<file path="src/rtl/dice_turn_scheduler.sv">
// Turn/round sequencer for the dice game: round-robin turns, saturating per-player scores,
// winner/tie at game end. Optional macro DICE_SIX_REROLL_EN grants one extra roll after a 6.

module dice_turn_scheduler #(
  parameter int  NUM_PLAYERS = 2,
  parameter int  NUM_ROUNDS  = 3,
  parameter int  SCORE_W     = 6,
  localparam int PW          = (NUM_PLAYERS > 2) ? $clog2(NUM_PLAYERS) : 1,
  localparam int RW          = 4
) (
  input  logic                           clk,
  input  logic                           rst,
  input  logic                           start,
  input  logic                           rolled,
  input  logic [2:0]                     roll_value,
  output logic                           turn_active,
  output logic [PW-1:0]                  active_player,
  output logic [RW-1:0]                  round_count,
  output logic [NUM_PLAYERS*SCORE_W-1:0] scores,
  output logic                           score_valid,
  output logic                           invalid_roll,
  output logic                           game_over,
  output logic [PW-1:0]                  winner,
  output logic                           tie
);

  typedef enum logic [1:0] {IDLE, WAIT_ROLL, ADVANCE, DONE} state_t;

  localparam int                 SUM_W     = SCORE_W + 3;
  localparam logic [SCORE_W-1:0] SCORE_MAX = '1;

  state_t             state, next_state;
  logic [SCORE_W-1:0] score_q [NUM_PLAYERS];

  logic               load_game, score_en, invalid_en;
  logic               step_player, step_round, finish_game;
  logic               roll_legal, last_player, last_round, reroll_pending;
  logic [SUM_W-1:0]   sum;
  logic [SCORE_W-1:0] sat_score;
  logic [PW-1:0]      lead_idx;
  logic               lead_tie;

  assign roll_legal  = (roll_value != 3'd0) && (roll_value != 3'd7);
  assign last_player = (int'(active_player) == NUM_PLAYERS - 1);
  assign last_round  = (int'(round_count) == NUM_ROUNDS - 1);
  assign turn_active = (state == WAIT_ROLL);
  assign game_over   = (state == DONE);

  always_ff @(posedge clk or posedge rst) begin
    if (rst) state <= IDLE;
    else     state <= next_state;
  end

  // NOTE: every signal gets a default before the case so no path leaves one unassigned (no latches).
  always_comb begin
    next_state  = state;
    load_game   = 1'b0;
    score_en    = 1'b0;
    invalid_en  = 1'b0;
    step_player = 1'b0;
    step_round  = 1'b0;
    finish_game = 1'b0;
    case (state)
      IDLE, DONE: begin
        if (start) begin
          load_game  = 1'b1;
          next_state = WAIT_ROLL;
        end
      end
      WAIT_ROLL: begin
        if (rolled) begin
          if (roll_legal) begin
            score_en   = 1'b1;
            next_state = ADVANCE;
          end else begin
            invalid_en = 1'b1;
          end
        end
      end
      ADVANCE: begin
        next_state = WAIT_ROLL;
        if (reroll_pending) begin
          // same player, same round: the bonus roll
        end else if (!last_player) begin
          step_player = 1'b1;
        end else if (!last_round) begin
          step_round = 1'b1;
        end else begin
          finish_game = 1'b1;
          next_state  = DONE;
        end
      end
      default: next_state = IDLE;
    endcase
  end

  // Saturating add for the active player's score.
  always_comb begin
    sum       = SUM_W'(score_q[active_player]) + SUM_W'(roll_value);
    sat_score = (sum > SUM_W'(SCORE_MAX)) ? SCORE_MAX : sum[SCORE_W-1:0];
  end

  // Leader search: strict '>' keeps the lowest index on equal scores.
  always_comb begin
    lead_idx = '0;
    lead_tie = 1'b0;
    for (int p = 1; p < NUM_PLAYERS; p++) begin
      if (score_q[p] > score_q[lead_idx]) lead_idx = PW'(p);
    end
    for (int p = 0; p < NUM_PLAYERS; p++) begin
      if ((PW'(p) != lead_idx) && (score_q[p] == score_q[lead_idx])) lead_tie = 1'b1;
    end
  end

  // NOTE: the score array is only NUM_PLAYERS entries, so it is reset explicitly like any other register.
  always_ff @(posedge clk or posedge rst) begin
    if (rst) begin
      for (int p = 0; p < NUM_PLAYERS; p++) score_q[p] <= '0;
      active_player <= '0;
      round_count   <= '0;
      score_valid   <= 1'b0;
      invalid_roll  <= 1'b0;
      winner        <= '0;
      tie           <= 1'b0;
    end else begin
      score_valid  <= score_en;
      invalid_roll <= invalid_en;
      if (load_game) begin
        for (int p = 0; p < NUM_PLAYERS; p++) score_q[p] <= '0;
        active_player <= '0;
        round_count   <= '0;
        winner        <= '0;
        tie           <= 1'b0;
      end
      if (score_en)    score_q[active_player] <= sat_score;
      if (step_player) active_player <= active_player + PW'(1);
      if (step_round) begin
        active_player <= '0;
        round_count   <= round_count + RW'(1);
      end
      if (finish_game) begin
        winner <= lead_idx;
        tie    <= lead_tie;
      end
    end
  end

`ifdef DICE_SIX_REROLL_EN
  // bonus_taken remembers that this turn already used its extra roll; cleared on turn change.
  logic bonus_taken;

  always_ff @(posedge clk or posedge rst) begin
    if (rst) begin
      reroll_pending <= 1'b0;
      bonus_taken    <= 1'b0;
    end else if (load_game) begin
      reroll_pending <= 1'b0;
      bonus_taken    <= 1'b0;
    end else if (score_en) begin
      reroll_pending <= (roll_value == 3'd6) && !bonus_taken;
    end else if (state == ADVANCE) begin
      bonus_taken    <= reroll_pending;
      reroll_pending <= 1'b0;
    end
  end
`else
  assign reroll_pending = 1'b0;
`endif

  always_comb begin
    scores = '0;
    for (int p = 0; p < NUM_PLAYERS; p++) scores[p*SCORE_W +: SCORE_W] = score_q[p];
  end

endmodule

</file>
<file path="config.mk">
export PLATFORM = sky130hd
export DESIGN_NAME = dice_turn_scheduler
export DESIGN_NICKNAME = d
export VERILOG_FILES = /design/src/rtl/dice_turn_scheduler.sv
export SDC_FILE = /design/constraint.sdc
export NUM_CORES = 1
export LEC_CHECK = 0
export BUFFER_PORTS_ARGS = -buffer_cell sky130_fd_sc_hd__buf_2
export CORE_AREA = 5 5 80 82
export DETAILED_ROUTE_END_ITERATION = 10
export DIE_AREA = 0 0 85 87
export PLACE_DENSITY = 0.57
export SETUP_SLACK_MARGIN = 0.1
export SLEW_MARGIN = 20
export SYNTH_ARGS = -nofsm -noshare
export SYNTH_HDL_FRONTEND = slang
export SYNTH_SLANG_ARGS = --single-unit
</file>
<file path="constraint.sdc">
create_clock -name clk -period 2.4 [get_ports clk]
set_input_delay 0.36 -clock clk [delete_from_list [all_inputs] [get_ports clk]]
set_output_delay 0.36 -clock clk [all_outputs]
set_load 0.05 [all_outputs]
</file>
==> flow_metrics.tcl, run 1 <==
set metrics [dict create \
    syn-num-nets 191 \
    fp.dieH_um 87 \
    drc 0 \
    leakage_nw 1.02 \
    swShare_pct 51.2 \
    finalCritPeriodShare_pct 88.6 \
    status "completed" \
    hp-class "in2async" \
    grt_setup_unrepaired "no" \
    diodes 0 \
    worst-r2r-setup-slack_ns 0.27 \
    worstMarginPinSlew_ns 0.500 \
    finClkSkew_ns 0.00263 \
    p_int_mw 1.11 \
    synthTopCellsByCount "dfrtp_1 (23), inv_1 (16), ha_1 (15), nand2_1 (15), o21ai_0 (14)" \
    htreeDepth 1 \
    pwr-share-clk_pct 11.0 \
    final_antenna_net_count 0 \
    worstPathRequired_ns 2.58 \
    syn_area_mm2 0.00163 \
    clock_sinks 23 \
    first_global_vias 1335 \
    startpoint_type "flip-flop" \
    cts_root_buf "clkbuf_8" \
    tns_ns 0 \
    synthArstFlopShare_pct 100 \
    cts-buffers-inserted 3 \
    synth_flop_cell "dfrtp_1" \
    ios 30 \
    slew_viol_final 0 \
    cp_slowest_stage_delay_ns 0.49 \
    ir_drop_mv 0.411 \
    die_area_mm2 0.00740 \
    critPathMaxFanout 11 \
    cp.arrival_ns 2.31 \
    post-synth-top-count-cell "dfrtp_1" \
    routed_wl_mm 3.89 \
    p_sw_mw 1.17 \
    syn-instance-count 168 \
    ys_ff_latch 23 \
    path_cells "mux2_2 -> ha_1 -> inv_1 -> fa_2 -> nor2b_2 -> a2bb2oi_2 -> nor2_1 -> o21ai_0" \
    drt-vias-per-instance 4.73 \
    place_congestion 0.803 \
    drive_above_1_share_pct 30.7 \
    final_hold_viol_count 0 \
    start_util_pct 28.8 \
    ys_types 46 \
    finalSetupViolations 0 \
    critPathKind "reg2reg" \
    coreArea_mm2 0.00568 \
    syn_area_per_cell_um2 9.72 \
    period_needed_ns 2.13 \
    cp_top_family "adder cells" \
    synth_area_leaders "dfrtp_1 (35%), ha_1 (11%), o21ai_0 (4.3%)" \
    io_buffers 29 \
    yosysSeqAreaShare_pct 35.2 \
    cp_slowest_cell "dfrtp_2" \
    yosysWarnings 0 \
    clock_latency_ns 0.26 \
    first_pass_iters 4 \
    synthDominantCellAreaShare_pct 35.2 \
    synth_edf_count 0 \
    drtIter0Drc 99 \
    final_util_pct 34.4 \
    fill_cells 607 \
    clk_pin_slew_ns 0.09 \
    grt_overflow 0 \
    grt_max_degree 18 \
    syn2layout_area_growth_pct 19.6 \
    path_buf_inv 1 \
    max_freq_mhz 470 \
    vias 1325 \
    rows 28 \
    antenna_found_initial 0 \
    maxSlewHeadroom_pct 66.6 \
    grtUsageTotal_pct 11.2 \
    dpl.hpwl_mm 3.07 \
    wl_per_cell_um 13.9 \
    final_cells 280 \
    seqPwrFrac_pct 27.5 \
    fp.dieW_um 85 \
    clk_path_buf_depth 2 \
    cts_hold_buffers 0 \
    fin_nets 229 \
    cts_tree "built" \
    powerDensity_mw_per_mm2 1170 \
    dp.cells 271 \
    critPathCaptureType "flip-flop" \
    grt_pass1_wl_mm 6.67 \
    post-synth-top-area-cell "dfrtp_1" \
    comb_power_share_pct 61.6 \
    cap_violations 0 \
]
[cells in the final DEF, fill, tap and decap left out, types with 3 or more instances in the layout]
cell | Yosys | routed
buf_2 | 0 | 29
xnor2_1 | 5 | 5
clkbuf_8 | 0 | 3
mux2_2 | 3 | 3
ha_1 | 15 | 15
a21o_1 | 3 | 3
xor2_1 | 3 | 3
a21oi_1 | 5 | 5
o21ai_0 | 14 | 14
nand4_1 | 3 | 3
nand3_1 | 11 | 11
dfrtp_1 | 23 | 22
nor2_1 | 7 | 7
inv_1 | 16 | 16
and3_1 | 3 | 3
buf_4 | 1 | 10
mux2i_1 | 5 | 5
nand2_1 | 15 | 15
[cells by family after synthesis]
kind of cell               Yosys count  synth area share (%)
muxes                                8                  5.13
xor gates and xnor gates             8                  4.29
adders and majority gates           16                  12.7
and+or+nand+nor                     51                  18.1
buffers and inverters               23                  6.97
AOI/OAI and AO/OA                   39                  17.5
DFF                                 23                  35.2
[repair_timing]
item / 4_1_cts / 5_1_grt
buffers inserted: 0 / 5
setup endpoints to repair: 0 / 9
endpoints found under the hold margin: 0 / 0
gates resized for setup: 0 / 1
[stage by stage]
stage | setup slack, ns | area, um2 | total power, mW | hold WS [ns]
4_1_cts | 0.142 | 1910 | 2.25 | 0.122
6_report | 0.273 | 1950 | 2.28 | 0.101
3_5_place_dp | 0.158 | 1870 | 2.00 | 0.415
3_3_place_gp | 0.221 | 1870 | 1.99 | 0.408
2_1_floorplan | 0.0938 | 1640 | 1.70 | 0.362
5_1_grt | 0.126 | 1950 | 2.48 | 0.146
[worst paths after layout]
| check | depth (start not counted) | to | from |
|---|---|---|---|
| worst max-delay path | 8 | scores[8]$_DFF_PP0_ | active_player$_DFFE_PP0P_ |
| worst min-delay path | 2 | round_count[0]$_DFFE_PP0P_ | rst |
| worst max register to register | 8 | scores[8]$_DFF_PP0_ | active_player$_DFFE_PP0P_ |
| worst min register to register | 2 | tie$_DFFE_PP0P_ | tie$_DFFE_PP0P_ |
| max in group asynchronous | 3 | scores[8]$_DFF_PP0_ | rst |
| min in group clk | 3 | score_valid$_DFF_PP0_ | rolled |
[state kept, by name, summed over array words and instances (netlist names)]
signal         cells
active_player      1
invalid_roll       1
round_count        4
score_valid        1
scores            12
state              2
tie                1
winner             1
[power groups by stage]
stage	clock [mW]	combinational, mW	sequential, mW
floorplan	0	0.814	0.890
global placement	0	1.35	0.647
detailed placement	0	1.35	0.646
CTS	0.251	1.36	0.638
global route	0.273	1.56	0.649
finish	0.250	1.40	0.627
[final cells by class]
| type | instances | area, um2 | share of cell area [%] |
|---|---|---|---|
| multi-input combinational | 122 | 952 | 48.8 |
| timing repair buffer | 39 | 220 | 11.3 |
| clock inverter | 1 | 5.00 | 0.256 |
| clock buffer | 3 | 41.3 | 2.11 |
| sequential | 23 | 577 | 29.5 |
| inverter | 17 | 63.8 | 3.27 |
| tap | 75 | 93.8 | 4.80 |
[routing by layer]
layer / vias to the layer above / global-route usage [%] / wire length, um
met4: 0 / 2.73 / 18
met5: - / 0 / 0
met3: 2 / 2.74 / 190
met1: 633 / 14.9 / 1830
li1: 668 / - / -
met2: 22 / 18.5 / 1850
No activity file was read; power rests on OpenSTA's default activity.
==> inputs of run 2 (changes only) <==
--- a/config.mk
+++ b/config.mk
@@ -10,6 +10,7 @@
 export DETAILED_ROUTE_END_ITERATION = 10
 export DIE_AREA = 0 0 85 87
 export PLACE_DENSITY = 0.57
+export REMOVE_ABC_BUFFERS = 1
 export SETUP_SLACK_MARGIN = 0.1
 export SLEW_MARGIN = 20
 export SYNTH_ARGS = -nofsm -noshare
==> flow_metrics.tcl, run 2 (synthesized netlist as in run 1, its figures left out) <==
set metrics [dict create \
    cts_root_buf "clkbuf_8" \
    p_int_mw 1.09 \
    finalSetupViolations 0 \
    seqPwrFrac_pct 28.2 \
    critPathKind "reg2reg" \
    clock_sinks 23 \
    timing.hold.ws_ns 0.112 \
    critPathCaptureType "flip-flop" \
    cap_violations 0 \
    cts-buffers-inserted 3 \
    largest_reg_flops 12 \
    coreArea_mm2 0.00568 \
    drtIter0Drc 95 \
    die_area_mm2 0.00740 \
    rows 28 \
    tns_ns 0 \
    drc 0 \
    maxSlewHeadroom_pct 73.0 \
    clock_latency_ns 0.27 \
    io_buffers 29 \
    startpoint_type "flip-flop" \
    final_antenna_net_count 0 \
    final_area_mm2 0.00194 \
    routed_wl_mm 3.77 \
    swShare_pct 51.6 \
    grt_setup_unrepaired "no" \
    max_freq_mhz 466 \
    final_hold_viol_count 0 \
    wl_per_cell_um 13.6 \
    cp-startpoint "active_player$_DFFE_PP0P_" \
    placedInstanceArea_mm2 0.00187 \
    grt_pass1_wl_mm 6.44 \
    finalCritPeriodShare_pct 89.5 \
    clk_pin_slew_ns 0.09 \
    r2r_cells 9 \
    hp-class "in2async" \
    powerDensity_mw_per_mm2 1160 \
    p_sw_mw 1.16 \
    diodes 0 \
    status "completed" \
    dpl.hpwl_mm 2.91 \
    worstMarginPinSlew_ns 0.400 \
    grt_max_degree 24 \
    first_pass_iters 4 \
    setup_slack_ns 0.253 \
    cts_hold_buffers 0 \
    layout_commonest_cell "buf_2" \
    cts_tree "built" \
    fp.dieW_um 85 \
    clk_path_buf_depth 2 \
    grt_overflow 0 \
    ir_drop_mv 0.299 \
    period_needed_ns 2.15 \
    syn2layout_area_growth_pct 19.0 \
    leakage_nw 1.01 \
    htreeDepth 1 \
    final_util_pct 34.2 \
    worstPathRequired_ns 2.60 \
    ios 30 \
    antenna_found_initial 0 \
    finClkSkew_ns 0.00987 \
    layout_common_cells "buf_2 (29), dfrtp_1 (23), inv_1 (16)" \
    pwr-share-clk_pct 11.2 \
    drt-vias-per-instance 4.78 \
    critPathMaxFanout 7 \
    reg2reg_from "active_player$_DFFE_PP0P_" \
    start_util_pct 28.8 \
    fp.dieH_um 87 \
    fin_nets 226 \
    drive_above_1_share_pct 28.2 \
    cp.arrival_ns 2.35 \
    grtUsageTotal_pct 10.7 \
    vias 1325 \
    dpl_worst_slack_ns 0.181 \
    comb_power_share_pct 60.7 \
    slew_viol_final 0 \
    first_global_vias 1317 \
    place_congestion 0.733 \
]
## run 2: power by group through the flow
stage / combinational [mW] / clock (mW) / sequential [mW]
global placement: 1.34 / 0 / 0.638
finish: 1.36 / 0.251 / 0.634
global route: 1.52 / 0.275 / 0.654
CTS: 1.36 / 0.260 / 0.636
detailed placement: 1.35 / 0 / 0.644
floorplan: 0.741 / 0 / 0.906
## run 2: worst paths after layout
path	to	slack, ns
min reg2reg	winner$_DFFE_PP0P_	0.52
max	scores[9]$_DFF_PP0_	0.25
max reg2reg	scores[9]$_DFF_PP0_	0.25
min in group clk	score_valid$_DFF_PP0_	0.40
max in group asynchronous	invalid_roll$_DFF_PP0_	2.05
min	scores[3]$_DFF_PP0_	0.11
## run 2: stage by stage
stage	total power, mW	instances
3_3_place_gp	1.98	272
3_5_place_dp	1.99	272
2_1_floorplan	1.65	162
5_1_grt	2.45	277
6_report	2.25	277
4_1_cts	2.25	276
## run 2: final cells by class
type,instances,area [um2]
Fill cell,593,3730
Multi-Input combinational cell,122,967
Sequential cell,23,576
Timing Repair Buffer,36,198
Tap cell,75,93.8
Inverter,17,63.8
Clock buffer,4,45.0
## run 2: worst max-delay path, cell delays in order (launching register included)
cell and delay [ns]:
dfrtp_1 0.46, mux2_2 0.26, ha_1 0.17, inv_1 0.06, fa_1 0.45, nor2b_4 0.18, a2bb2oi_4 0.20, buf_4 0.13
nor2_1 0.04, a22oi_2 0.11
## run 2: per-layer routing
layer | vias to the layer above | track usage [%] | share of wire [%]
li1 | 663 | - | -
met1 | 637 | 13.7 | 46
met2 | 20 | 18.6 | 49
met3 | 5 | 1.04 | 3.1
met4 | 0 | 4.17 | 1.6
met5 | - | 0 | 0
## run 2: what timing repair did
item	CTS	global route
endpoints found under the setup margin	0	9
resized for setup	0	4
buffers inserted	0	1
==> inputs of run 3 (changes only) <==
--- a/config.mk
+++ b/config.mk
@@ -10,9 +10,11 @@
 export DETAILED_ROUTE_END_ITERATION = 10
 export DIE_AREA = 0 0 85 87
 export PLACE_DENSITY = 0.57
+export RECOVER_POWER = 100
 export REMOVE_ABC_BUFFERS = 1
 export SETUP_SLACK_MARGIN = 0.1
 export SLEW_MARGIN = 20
 export SYNTH_ARGS = -nofsm -noshare
 export SYNTH_HDL_FRONTEND = slang
 export SYNTH_SLANG_ARGS = --single-unit
+export TNS_END_PERCENT = 20
==> flow_metrics.tcl, run 3 (synthesized netlist as in run 1, its figures left out) <==
set metrics [dict create \
    wl_per_cell_um 13.7 \
    final_area_mm2 0.00188 \
    critPathCaptureType "flip-flop" \
    top_layer "met4" \
    cp-startpoint "active_player$_DFFE_PP0P_" \
    maxSlewHeadroom_pct 13.8 \
    final_antenna_net_count 0 \
    worstMarginPinSlew_ns 1.29 \
    fp.dieW_um 85 \
    reg2reg_from "active_player$_DFFE_PP0P_" \
    max_freq_mhz 454 \
    clk_pin_slew_ns 0.09 \
    cp.arrival_ns 2.40 \
    worstPathRequired_ns 2.60 \
    worst-r2r-setup-slack_ns 0.20 \
    dpl.hpwl_mm 2.91 \
    ios 30 \
    cap_violations 0 \
    wl_met3_um 94 \
    grtUsageTotal_pct 10.7 \
    finClkSkew_ns 0.0100 \
    drive_above_1_share_pct 14.4 \
    met1_length_mm 1.82 \
    drtIter0Drc 70 \
    critPathMaxFanout 7 \
    slew_viol_final 0 \
    cp_top_family "adder cells" \
    worstHoldEndpoint "score_valid$_DFF_PP0_" \
    layout_common_cells "clkbuf_1 (25), dfrtp_1 (23), inv_1 (16), o21ai_0 (16)" \
    clock_latency_ns 0.27 \
    drc 0 \
    cts-buffers-inserted 3 \
    first_global_vias 1317 \
    fin_nets 226 \
    diodes 0 \
    finalSetupViolations 0 \
    wl_met2_mm 1.83 \
    period_needed_ns 2.20 \
    htreeDepth 1 \
    layout_commonest_cell "clkbuf_1" \
    r2r_end "scores[9]$_DFF_PP0_" \
    largest_reg_flops 12 \
    die_area_mm2 0.00740 \
    grt_setup_unrepaired "yes" \
    whs_path_depth 3 \
    syn2layout_area_growth_pct 14.9 \
    timing.hold.ws_ns 0.406 \
    cts_hold_buffers 0 \
    path_buf_inv 2 \
    coreArea_mm2 0.00568 \
    grt_pass1_wl_mm 6.44 \
    first_pass_iters 4 \
    leakage_nw 0.898 \
    start_util_pct 28.8 \
    cts_tree "built" \
    finalPower_mw 2.19 \
    routed_wl_mm 3.80 \
    r2r_cells 9 \
    powerDensity_mw_per_mm2 1170 \
    hp-class "in2reg" \
    grt_overflow 0 \
    rows 28 \
    status "completed" \
    grt_max_degree 24 \
    clock_sinks 23 \
    final_util_pct 33.1 \
    worstHoldStart "rolled" \
    cts_root_buf "clkbuf_8" \
    io_buffers 29 \
    final_hold_viol_count 0 \
    drt-vias-per-instance 4.80 \
    vias 1329 \
    fill_cells 609 \
    clk_path_buf_depth 2 \
    fp.dieH_um 87 \
    finalCritPeriodShare_pct 91.7 \
    path_cells "mux2_2 -> ha_1 -> inv_1 -> fa_1 -> nor2b_2 -> a2bb2oi_2 -> clkbuf_4 -> nor2_1 -> a22oi_2" \
    startpoint_type "flip-flop" \
    place_congestion 0.733 \
    tns_ns 0 \
    cp_slowest_cell "dfrtp_1" \
    ir_drop_mv 0.300 \
    placedInstanceArea_mm2 0.00187 \
    antenna_found_initial 0 \
    cp_slowest_stage_delay_ns 0.46 \
    critPathKind "reg2reg" \
]
-- run 3: cell count changes in the layout (fill, tap and decap cells not counted), moves of 2 or more --
cell      before  now
buf_2         29    6
clkbuf_1       1   25
buf_4          7    5
o21ai_0       14   16
-- run 3: worst max-delay path by stage --
stage | endpoint | slack (ns) | cells past startpoint
6_report | scores[9]$_DFF_PP0_ | 0.20 | 9
5_1_grt | scores[9]$_DFF_PP0_ | 0.05 | 9
4_1_cts | scores[6]$_DFF_PP0_ | 0.15 | 8
3_5_place_dp | scores[6]$_DFF_PP0_ | 0.18 | 8
3_3_place_gp | scores[8]$_DFF_PP0_ | 0.19 | 8
2_1_floorplan | scores[11]$_DFF_PP0_ | -0.12 | 8
-- run 3: repair_timing --
action,4_1_cts,5_1_grt
gates resized for setup,0,3
setup buffers,0,1
setup endpoints to repair,0,9
-- run 3: per-stage QoR --
step / instances / setup slack, ns
after global routing: 277 / 0.0495
after global placement: 272 / 0.193
final: 277 / 0.199
after floorplan: 162 / -0.119
after detailed placement: 272 / 0.181
after CTS: 276 / 0.154
-- run 3: final cells by class --
class	count	area (um2)	share of cell area, %
clock buffers	4	45.0	2.40
multi-input cells	122	933	49.7
flip-flops and latches	23	576	30.7
inverters	17	63.8	3.40
well taps	75	93.8	5.00
repair buffers	36	165	8.80
-- run 3: where the power goes --
| part | switching [mW] | leakage, nW | internal, mW |
|---|---|---|---|
| clock | 0.131 | 0.0228 | 0.119 |
| sequential | 0.151 | 0.310 | 0.485 |
| combinational | 0.866 | 0.565 | 0.439 |
| total | 1.15 | 0.898 | 1.04 |
-- run 3: worst reg2reg max path, delay by kind of cell (launching register included) --
kind	cells	cell delay [ns]
adder cells (fa/ha/maj)	2	0.60
flip-flops	1	0.46
AO/OA/AOI/OAI	2	0.36
multiplexers	1	0.26
buffers and inverters	2	0.24
AND/OR/NAND/NOR	2	0.21
-- run 3: routing by layer --
layer  vias up  track usage [%]
li1        665                -
met1       643             13.7
met2        16             18.6
met3         5             1.04
met4         0             4.17
met5         -                0
